==> config.mk <==
export PLATFORM = sky130hd
export DESIGN_NAME = snake_mover
export DESIGN_NICKNAME = d
export VERILOG_FILES = /design/src/rtl/snake_pkg.sv /design/src/rtl/game_tick_gen.sv /design/src/rtl/snake_mover.sv
export SDC_FILE = /design/constraint.sdc
export NUM_CORES = 1
export LEC_CHECK = 0
export ABC_AREA = 1
export CORE_ASPECT_RATIO = 0.6
export CORE_MARGIN = 3
export CORE_UTILIZATION = 60
export CTS_CLUSTER_SIZE = 16
export DETAILED_ROUTE_END_ITERATION = 8
export PLACE_DENSITY = 0.83
export SLEW_MARGIN = 15
export SYNTH_ARGS = -nofsm -noshare
export SYNTH_HDL_FRONTEND = slang
export SYNTH_HIERARCHICAL = 1
export SYNTH_SLANG_ARGS = --single-unit
==> constraint.sdc <==
create_clock -name clk -period 15.6 [get_ports clk]
set_input_delay 1.56 -clock clk [delete_from_list [all_inputs] [get_ports clk]]
set_output_delay 1.56 -clock clk [all_outputs]
set_load 0.02 [all_outputs]
==> src/rtl/snake_pkg.sv <==
// rtl/snake_pkg.sv - shared direction codes, FSM states and segment count width for snake_mover
package snake_pkg;

   localparam logic [2:0] DIR_LEFT  = 3'b000;
   localparam logic [2:0] DIR_RIGHT = 3'b001;
   localparam logic [2:0] DIR_UP    = 3'b100;
   localparam logic [2:0] DIR_DOWN  = 3'b110;

   localparam int SEG_CNT_W = 5;

   typedef enum logic [2:0] {
      IDLE,
      MOVE,
      CHECK,
      DRAW_HEAD,
      ERASE_TAIL,
      DEAD
   } state_t;

endpackage

==> src/rtl/game_tick_gen.sv <==
// rtl/game_tick_gen.sv - free-running game tick divider, frozen while enable is low
module game_tick_gen #(
   parameter int TICK_DIV = 2500000
) (
   input  logic clk,
   input  logic reset,
   input  logic enable,
   output logic tick
);
   localparam int CW = (TICK_DIV > 1) ? $clog2(TICK_DIV) : 1;
   localparam logic [CW-1:0] LAST = CW'(TICK_DIV - 1);

   logic [CW-1:0] cnt;

   always_ff @(posedge clk) begin
      if (reset)
         cnt <= '0;
      else if (enable)
         cnt <= (cnt == LAST) ? '0 : cnt + 1'b1;
   end

   assign tick = enable && (cnt == LAST);

endmodule

==> src/rtl/snake_mover.sv <==
// rtl/snake_mover.sv - advances the snake per tick, scans for self-collision and
// requests head paint / tail erase from the drawer
module snake_mover
   import snake_pkg::*;
#(
   parameter int GRID_W    = 160,
   parameter int GRID_H    = 120,
   parameter int X_W       = 8,
   parameter int Y_W       = 7,
   parameter int TICK_DIV  = 2500000,
   parameter int MAX_LEN   = 16,
   parameter int START_X   = 80,
   parameter int START_Y   = 60,
   parameter int START_LEN = 4
) (
   input  logic                 clk,
   input  logic                 reset,
   input  logic [2:0]           dir_in,
   input  logic                 dir_valid,
   input  logic                 enable,
   input  logic                 grow,
   output logic [X_W-1:0]       head_x,
   output logic [Y_W-1:0]       head_y,
   output logic [SEG_CNT_W-1:0] length,
   output logic                 draw_req,
   input  logic                 draw_ack,
   output logic [X_W-1:0]       draw_x,
   output logic [Y_W-1:0]       draw_y,
   output logic                 draw_erase,
   output logic                 collide,
   output logic                 busy
);
   localparam int IDX_W = $clog2(MAX_LEN);
   localparam logic [X_W-1:0]       X_MAX   = X_W'(GRID_W - 1);
   localparam logic [Y_W-1:0]       Y_MAX   = Y_W'(GRID_H - 1);
   localparam logic [SEG_CNT_W-1:0] LEN_MAX = SEG_CNT_W'(MAX_LEN);

   state_t               state, state_nx;
   logic [X_W-1:0]       seg_x [MAX_LEN];
   logic [Y_W-1:0]       seg_y [MAX_LEN];
   logic [SEG_CNT_W-1:0] len;
   logic [2:0]           pend_dir;
   logic                 grow_pending, grew;
   logic [X_W-1:0]       tail_x, nx;
   logic [Y_W-1:0]       tail_y, ny;
   logic [IDX_W-1:0]     chk_idx, tail_idx;
   logic                 tick, hit, chk_last;

   game_tick_gen #(.TICK_DIV(TICK_DIV)) u_tick (
      .clk    (clk),
      .reset  (reset),
      .enable (enable && !collide),
      .tick   (tick)
   );

   assign tail_idx = IDX_W'(len - 1'b1);
   assign chk_last = (chk_idx == tail_idx);
   assign hit      = (seg_x[chk_idx] == seg_x[0]) && (seg_y[chk_idx] == seg_y[0]);
   assign head_x   = seg_x[0];
   assign head_y   = seg_y[0];
   assign length   = len;
   assign busy     = (state != IDLE);

   // Next head with toroidal wrap; bit 0 is ignored for vertical codes
   always_comb begin
      nx = seg_x[0];
      ny = seg_y[0];
      if (pend_dir[2]) begin
         if (pend_dir[1]) ny = (seg_y[0] == Y_MAX) ? '0 : seg_y[0] + 1'b1;
         else             ny = (seg_y[0] == '0) ? Y_MAX : seg_y[0] - 1'b1;
      end else begin
         if (pend_dir[0]) nx = (seg_x[0] == X_MAX) ? '0 : seg_x[0] + 1'b1;
         else             nx = (seg_x[0] == '0) ? X_MAX : seg_x[0] - 1'b1;
      end
   end

   always_ff @(posedge clk) begin
      if (reset) state <= IDLE;
      else       state <= state_nx;
   end

   always_comb begin
      state_nx = state;
      case (state)
         IDLE:       if (tick) state_nx = MOVE;
         MOVE:       state_nx = CHECK;
         CHECK:      if (hit) state_nx = DEAD;
                     else if (chk_last) state_nx = DRAW_HEAD;
         DRAW_HEAD:  if (draw_ack) state_nx = grew ? IDLE : ERASE_TAIL;
         ERASE_TAIL: if (draw_ack && draw_req) state_nx = IDLE;
         DEAD:       state_nx = DEAD;
         default:    state_nx = IDLE;
      endcase
   end

   always_ff @(posedge clk) begin
      if (reset) begin
         for (int i = 0; i < MAX_LEN; i++) begin
            seg_x[i] <= (i < START_LEN) ? X_W'(START_X + i) : '0;
            seg_y[i] <= (i < START_LEN) ? Y_W'(START_Y) : '0;
         end
         len          <= SEG_CNT_W'(START_LEN);
         pend_dir     <= DIR_LEFT;
         grow_pending <= 1'b0;
         grew         <= 1'b0;
         tail_x       <= '0;
         tail_y       <= '0;
         chk_idx      <= '0;
         collide      <= 1'b0;
         draw_req     <= 1'b0;
         draw_x       <= '0;
         draw_y       <= '0;
         draw_erase   <= 1'b0;
      end else begin
         if (dir_valid) pend_dir <= dir_in;
         if (grow) grow_pending <= 1'b1;
         case (state)
            MOVE: begin
               tail_x <= seg_x[tail_idx];
               tail_y <= seg_y[tail_idx];
               for (int k = MAX_LEN - 1; k > 0; k--) begin
                  seg_x[k] <= seg_x[k-1];
                  seg_y[k] <= seg_y[k-1];
               end
               seg_x[0]     <= nx;
               seg_y[0]     <= ny;
               grow_pending <= 1'b0;
               if ((grow_pending || grow) && (len < LEN_MAX)) begin
                  len  <= len + 1'b1;
                  grew <= 1'b1;
               end else begin
                  grew <= 1'b0;
               end
               chk_idx <= IDX_W'(1);
            end
            CHECK: begin
               if (hit) begin
                  collide <= 1'b1;
               end else if (!chk_last) begin
                  chk_idx <= chk_idx + 1'b1;
               end else begin
                  draw_req   <= 1'b1;
                  draw_x     <= seg_x[0];
                  draw_y     <= seg_y[0];
                  draw_erase <= 1'b0;
               end
            end
            DRAW_HEAD: if (draw_ack) draw_req <= 1'b0;
            // Erase request goes up one cycle after the head ack; draw_erase marks it sent
            ERASE_TAIL: begin
               if (draw_req) begin
                  if (draw_ack) draw_req <= 1'b0;
               end else if (!draw_erase) begin
                  draw_req   <= 1'b1;
                  draw_x     <= tail_x;
                  draw_y     <= tail_y;
                  draw_erase <= 1'b1;
               end
            end
            default: ;
         endcase
      end
   end

endmodule
# ---- Yosys cells after proc, flatten, opt, wreduce, memory -nomap -nowiden
# Memories as Yosys holds them, arrays and structs flattened. A register that Yosys moved wholly into a read port is not among the register bits.
# Cells that the tools add are included.
dict set report totals {
  mem_bits_rw 240
  ff_bits 57
  memories 2
  word_cells 179
}
# memory words word_bits rd rd_ports_with_merged_regs write_ports line_no
set memory_table {}
lappend memory_table {seg_x 16 8 17 2 16 snake_mover.sv:39} ;# logic [X_W-1:0] seg_x [MAX_LEN];
lappend memory_table {seg_y 16 7 17 2 16 snake_mover.sv:40} ;# logic [Y_W-1:0] seg_y [MAX_LEN];
dict set report op_classes {
  n_reduce_logical 22
  addsub 8
  muxes 82
  eq_ne 20
  n_lt_le_gt_ge 1
  bitwise_logic 32
}
# op n
set op_table {}
lappend op_table {{2-to-1 mux 8 bit} 24}
lappend op_table {{2-to-1 mux 7 bit} 24}
lappend op_table {{bitwise OR 1 bit} 32}
lappend op_table {{2-to-1 mux 4 bit} 6}
lappend op_table {{adder 22 x 1 -> 22 bit (second input constant)} 1}
lappend op_table {{equality test 22 bit (second input constant)} 1}
lappend op_table {{2-to-1 mux 22 bit} 1}
lappend op_table {{2-to-1 mux 3 bit} 6}
lappend op_table {{case mux 3 bit (6 select lines)} 1}
lappend op_table {{!= test 2 bit (second input constant)} 8}
lappend op_table {{case mux 8 bit (2 select lines)} 1}
lappend op_table {{2-to-1 mux 1 bit} 15}
lappend op_table {{case mux 7 bit (2 select lines)} 1}
lappend op_table {{AND reduction 4 bit} 3}
lappend op_table {{adder 8 x 1 -> 8 bit (second input constant)} 1}
lappend op_table {{equality test 8 bit} 1}
lappend op_table {{equality test 8 bit (second input constant)} 1}
lappend op_table {{logical NOT 8 bit} 1}
lappend op_table {{case mux 4 bit (2 select lines)} 1}
lappend op_table {{subtractor 8 x 1 -> 8 bit (second input constant)} 1}
lappend op_table {{adder 7 x 1 -> 7 bit (second input constant)} 1}
lappend op_table {{equality test 7 bit} 1}
lappend op_table {{equality test 7 bit (second input constant)} 1}
lappend op_table {{logical NOT 7 bit} 1}
lappend op_table {{other kinds (22)} 31}

# ---- Depth between registers and ports, before layout
dict set report logic_depth {
  ltp_word 7
  ltp_mapped 19
}

# ---- By module
# The synthesis kept the hierarchy.
# mod cells_each n_inst seq_area_each_um2 area_each_um2
set modules_own_cells {}
lappend modules_own_cells {snake_mover 2139 1 8287.9 16455.8}
lappend modules_own_cells {game_tick_gen 204 1 440.4 1270.0}

# ---- Least setup slack after synthesis
# No wires, ideal clock.
dict set report synth_timing {
  path_kind {input port to flip-flop}
  startpoint {input reset}
  endpoint {memory seg_x[10][0] (enable)}
  setup_time_ns 0.675
  path_slack_ns 6.646
  stages 4
  arrival_time_ns 8.279
  t_required_ns 14.925
  cell_sequence {clkbuf_1 > inv_1 > nand2_1 > clkbuf_1}
}
# element line_no
set synth_lines {}
lappend synth_lines {{start, declared} snake_mover.sv:17} ;# input logic reset,
lappend synth_lines {{end, declared} snake_mover.sv:39}

# ---- Worst setup path in the final report
dict set report layout_timing {
  startpoint {register len[0], in the netlist length[0]}
  endpoint {register draw_y[2]}
}
dict set report layout_between {
  elab_chain_len 4
}
# element line_no
set layout_lines {}
lappend layout_lines {{start, declared} snake_mover.sv:41} ;# logic [SEG_CNT_W-1:0] len;
lappend layout_lines {{start signal, assigned} snake_mover.sv:102} ;# len <= SEG_CNT_W'(START_LEN);
lappend layout_lines {{start signal, assigned} snake_mover.sv:129} ;# len <= len + 1'b1;
lappend layout_lines {{subtractor 4 x 1 -> 4 bit} snake_mover.sv:56} ;# assign tail_idx = IDX_W'(len - 1'b1);
lappend layout_lines {{equality test 4 bit} snake_mover.sv:57} ;# assign chk_last = (chk_idx == tail_idx);
lappend layout_lines {{!= test 2 bit (no line)} --}
lappend layout_lines {{AND reduction 5 bit (no line)} --}
lappend layout_lines {{end signal, assigned} snake_mover.sv:144} ;# draw_y <= seg_y[0];
lappend layout_lines {{end signal, assigned} snake_mover.sv:156} ;# draw_y <= tail_y;
lappend layout_lines {{end, declared} snake_mover.sv:28} ;# output logic [Y_W-1:0] draw_y,
# No other way between the ends.
# A chain may end at the register's enable or synchronous reset.

==> impl_metrics.ini <==
[outcome]
run_status = finished with violations
violations_in_the_final_reports = DRC

[floorplanning]
die_area_um2 = 31700
die_width_um = 228
floorplan.die.height_um = 139
fp-row-count = 48
core_area_um2 = 28900
boundaryPins = 48
floorplan.initialDensity_pct = 61.4

[sta]
setup_repair_after_global_routing_missed_its_margin = no
relSlewSlack_pct = 23.5
slew_viol_final = 0
max_clock_freq_mhz = 200
post-route-period-util_pct = 32.1
tightest_slew_ns = 1.15
final.setup_skew_ns = 0.00976
finalSetupViolCount = 0
timing_hold_violations_final = 0
fin_crit_ns = 5.01
totalNegativeSetupSlack_ns = 0

[pwr]
intPower_w = 0.00134
ir_worst_vdd_mv = 0.101
switching_share_pct = 22.0
power_leakage_nw = 7.79
design_power_total_w = 0.00172
pwr-share-seq_pct = 54.1
pwr-share-comb_pct = 3.8
p_per_area_nw_per_um2 = 89.8
pwr-share-clk_pct = 42.1
netSwitchingPower_w = 0.000380

[logic_synthesis]
yosysMostFrequentCell = sky130_fd_sc_hd__nand2_1
async_flop_share_pct = 0
syn-instance-count = 2343
synth.distinct_cells = 39
synth_top_cell_area_share_pct = 40.7
synth_largest_area_cell = sky130_fd_sc_hd__edfxtp_1
synthesized_net_count = 2361
synth-edff-count = 240
synth.top_cells.by_count = sky130_fd_sc_hd__nand2_1 (454), sky130_fd_sc_hd__nor2_1 (337), sky130_fd_sc_hd__inv_1 (317)
syn_avg_cell_area_um2 = 7.57
synth_sequential_area_ratio_pct = 49.2
ys.warnings.count = 6
synthFlopType = sky130_fd_sc_hd__edfxtp_1
yosys_register_bits = 316
post_synth_instance_area_um2 = 17700
yosys-top-cells-area = sky130_fd_sc_hd__edfxtp_1 (41%), sky130_fd_sc_hd__nand2_1 (9.6%), sky130_fd_sc_hd__nand3_1 (8.9%)

[grt]
grt_pass1_wl_mm = 76.9
grt_pass1_vias = 14882
globalRoute.totalOverflow = 0
grt_use_total_pct = 29.6
number_of_antenna_violations_at_the_first_check_in_global_routing = 0
grt_max_degree = 126

[critical_path]
worst_setup_path_type = flop to flop
critical_path.cell_chain = clkinv_2, ha_2, buf_4, inv_2, nor2_1, o2111ai_1, nor2_1, nor2_1, a21oi_1, nand3_2, nor2_1, nor2_1
cpMostUsedCell = sky130_fd_sc_hd__nor2_1
cpLargestDelayFamily = buffers and inverters
crit_arrival_ns = 5.47
cp_num_buf_inv = 3
crit_end_category = flop
setup.worst_path.start_class = flop
critical_path.slowest_cell = sky130_fd_sc_hd__dfxtp_4
critical_path_fanouts_max = 62
cp_slowest_stage_delay_ns = 0.80
cp_data_required_time_ns = 16.06

[cells_and_area]
layout-area-overhead-vs-synth_pct = 8.32
antennaDiodeCount = 0
fin_nets = 2317
fraction_of_final_layout_cells_with_drive_strength_greater_than_1_pct = 4.26

[min_path]
timing.hold.worst.class = flop to flop

[clock_network]
clock_tree.root_cell = sky130_fd_sc_hd__clkbuf_16
clock_path_buffers = 3
clkLatencyLatePin_ns = 0.58
htreeDepth = 1
cts_resized = 0
cts_tree = built
numCtsBuffers = 30
clk_transition_reported_paths_ns = 0.06
clock_sinks = 316
cts.hold.buffers_added = 0
post-cts-setup-buffer-count = 0

[drt]
remaining_drc_errors = 2
drt-pass1-iter-count = 9
route.detailed.vias_per_inst = 5.86
drt_iter0_drc = 2589
route.antenna.remaining_nets = 0
avgRoutedWirePerCell_um = 17.6
vias = 15940
route.final.wire_length_mm = 47.8

[place]
port_buffers = 47
hpwl_mm = 28.6
globalplace.congestion = 0.874

[job]
number_of_max_cap_violations = 0
[power by group through the flow]
stage               clock network [W]  registers, W  logic (W)
global route                 0.000764      0.000936  0.0000724
floorplan                           0      0.000955  0.0000446
detailed placement                  0      0.000951  0.0000633
CTS                          0.000729      0.000933  0.0000639
finish                       0.000726      0.000934  0.0000648
global placement                    0      0.000950  0.0000617
[worst register-to-register path: stages, from the launching register on]
cell                        delay (ns)
sky130_fd_sc_hd__dfxtp_4          0.80
sky130_fd_sc_hd__clkinv_2         0.79
sky130_fd_sc_hd__ha_2             0.62
sky130_fd_sc_hd__buf_4            0.70
sky130_fd_sc_hd__inv_2            0.45
sky130_fd_sc_hd__nor2_1           0.21
sky130_fd_sc_hd__o2111ai_1        0.12
sky130_fd_sc_hd__nor2_1           0.10
sky130_fd_sc_hd__nor2_1           0.11
sky130_fd_sc_hd__a21oi_1          0.17
sky130_fd_sc_hd__nand3_2          0.47
sky130_fd_sc_hd__nor2_1           0.28
sky130_fd_sc_hd__nor2_1           0.08
[registers in the layout, indices dropped and copies added (netlist names), 4 cells and up, named ones only]
register    cells
tail_x          8
chk_idx         4
tail_y          7
seg_x         128
seg_y         112
draw_y          7
draw_x          8
u_tick/cnt     22
length          5
[stage by stage]
stage               area, µm²  hold slack (ns)  std cells  setup slack, ns  utilization [%]
floorplan               17700            0.440       2343             6.65                -
global placement        18200            0.454       2667            10.54             63.2
detailed placement      18200            0.461       2667            10.53             63.2
CTS                     19200            0.473       2722            10.72             66.5
global route            19200            0.482       2722            10.24             66.5
finish                  19200            0.467       2722            10.59             66.5
[placed cells by master, fill, tap and decap left out, types with 32 or more instances in the layout]
master,netlist,routed
sky130_fd_sc_hd__nand2_1,454,453
sky130_fd_sc_hd__nor2_1,337,336
sky130_fd_sc_hd__inv_1,317,317
sky130_fd_sc_hd__nand3_1,315,315
sky130_fd_sc_hd__edfxtp_1,240,240
sky130_fd_sc_hd__o21ai_0,188,188
sky130_fd_sc_hd__a21oi_1,152,152
sky130_fd_sc_hd__dfxtp_1,76,73
sky130_fd_sc_hd__clkdlybuf4s50_1,0,47
sky130_fd_sc_hd__clkbuf_16,0,32
[final timing paths]
| path | end | depth (start not counted) | slack (ns) | start |
|---|---|---|---|---|
| worst min register to register | grew | 2 | 0.47 | grew |
| worst max register to register | draw_y[2] | 12 | 10.59 | length[0] |
| worst max-delay path | draw_y[2] | 12 | 10.59 | length[0] |
| worst min-delay path | grew | 2 | 0.47 | grew |
[cell type report]
| class | count | area [µm²] |
|---|---|---|
| Fill cell | 2280 | 9690 |
| Sequential cell | 316 | 8740 |
| Multi-Input combinational cell | 1558 | 7160 |
| Inverter | 326 | 1230 |
| Clock buffer | 50 | 932 |
| Timing Repair Buffer | 67 | 621 |
| Tap cell | 400 | 500 |
| Clock inverter | 5 | 23.8 |
[cells by family (layout without fill, tap and decap cells)]
group | count (synthesis) | after routing | synth area share, %
AO/OA/AOI/OAI | 385 | 385 | 11.4
XOR/XNOR | 25 | 25 | 1.28
adder cells (fa/ha/maj) | 9 | 9 | 0.635
buffers and inverters | 469 | 448 | 10.5
flip-flops | 316 | 316 | 49.2
multiplexers | 2 | 2 | 0.113
AND/OR/NAND/NOR | 1137 | 1137 | 26.8
[metal layers]
metal	GRT usage, %	wire length (µm)	up-vias
met3	5.48	5530	163
met2	45.3	21100	965
li1	-	-	7533
met1	42.8	19600	7279
met5	0	0	-
met4	10.4	1580	0
Power figures use the tool's default switching activity.
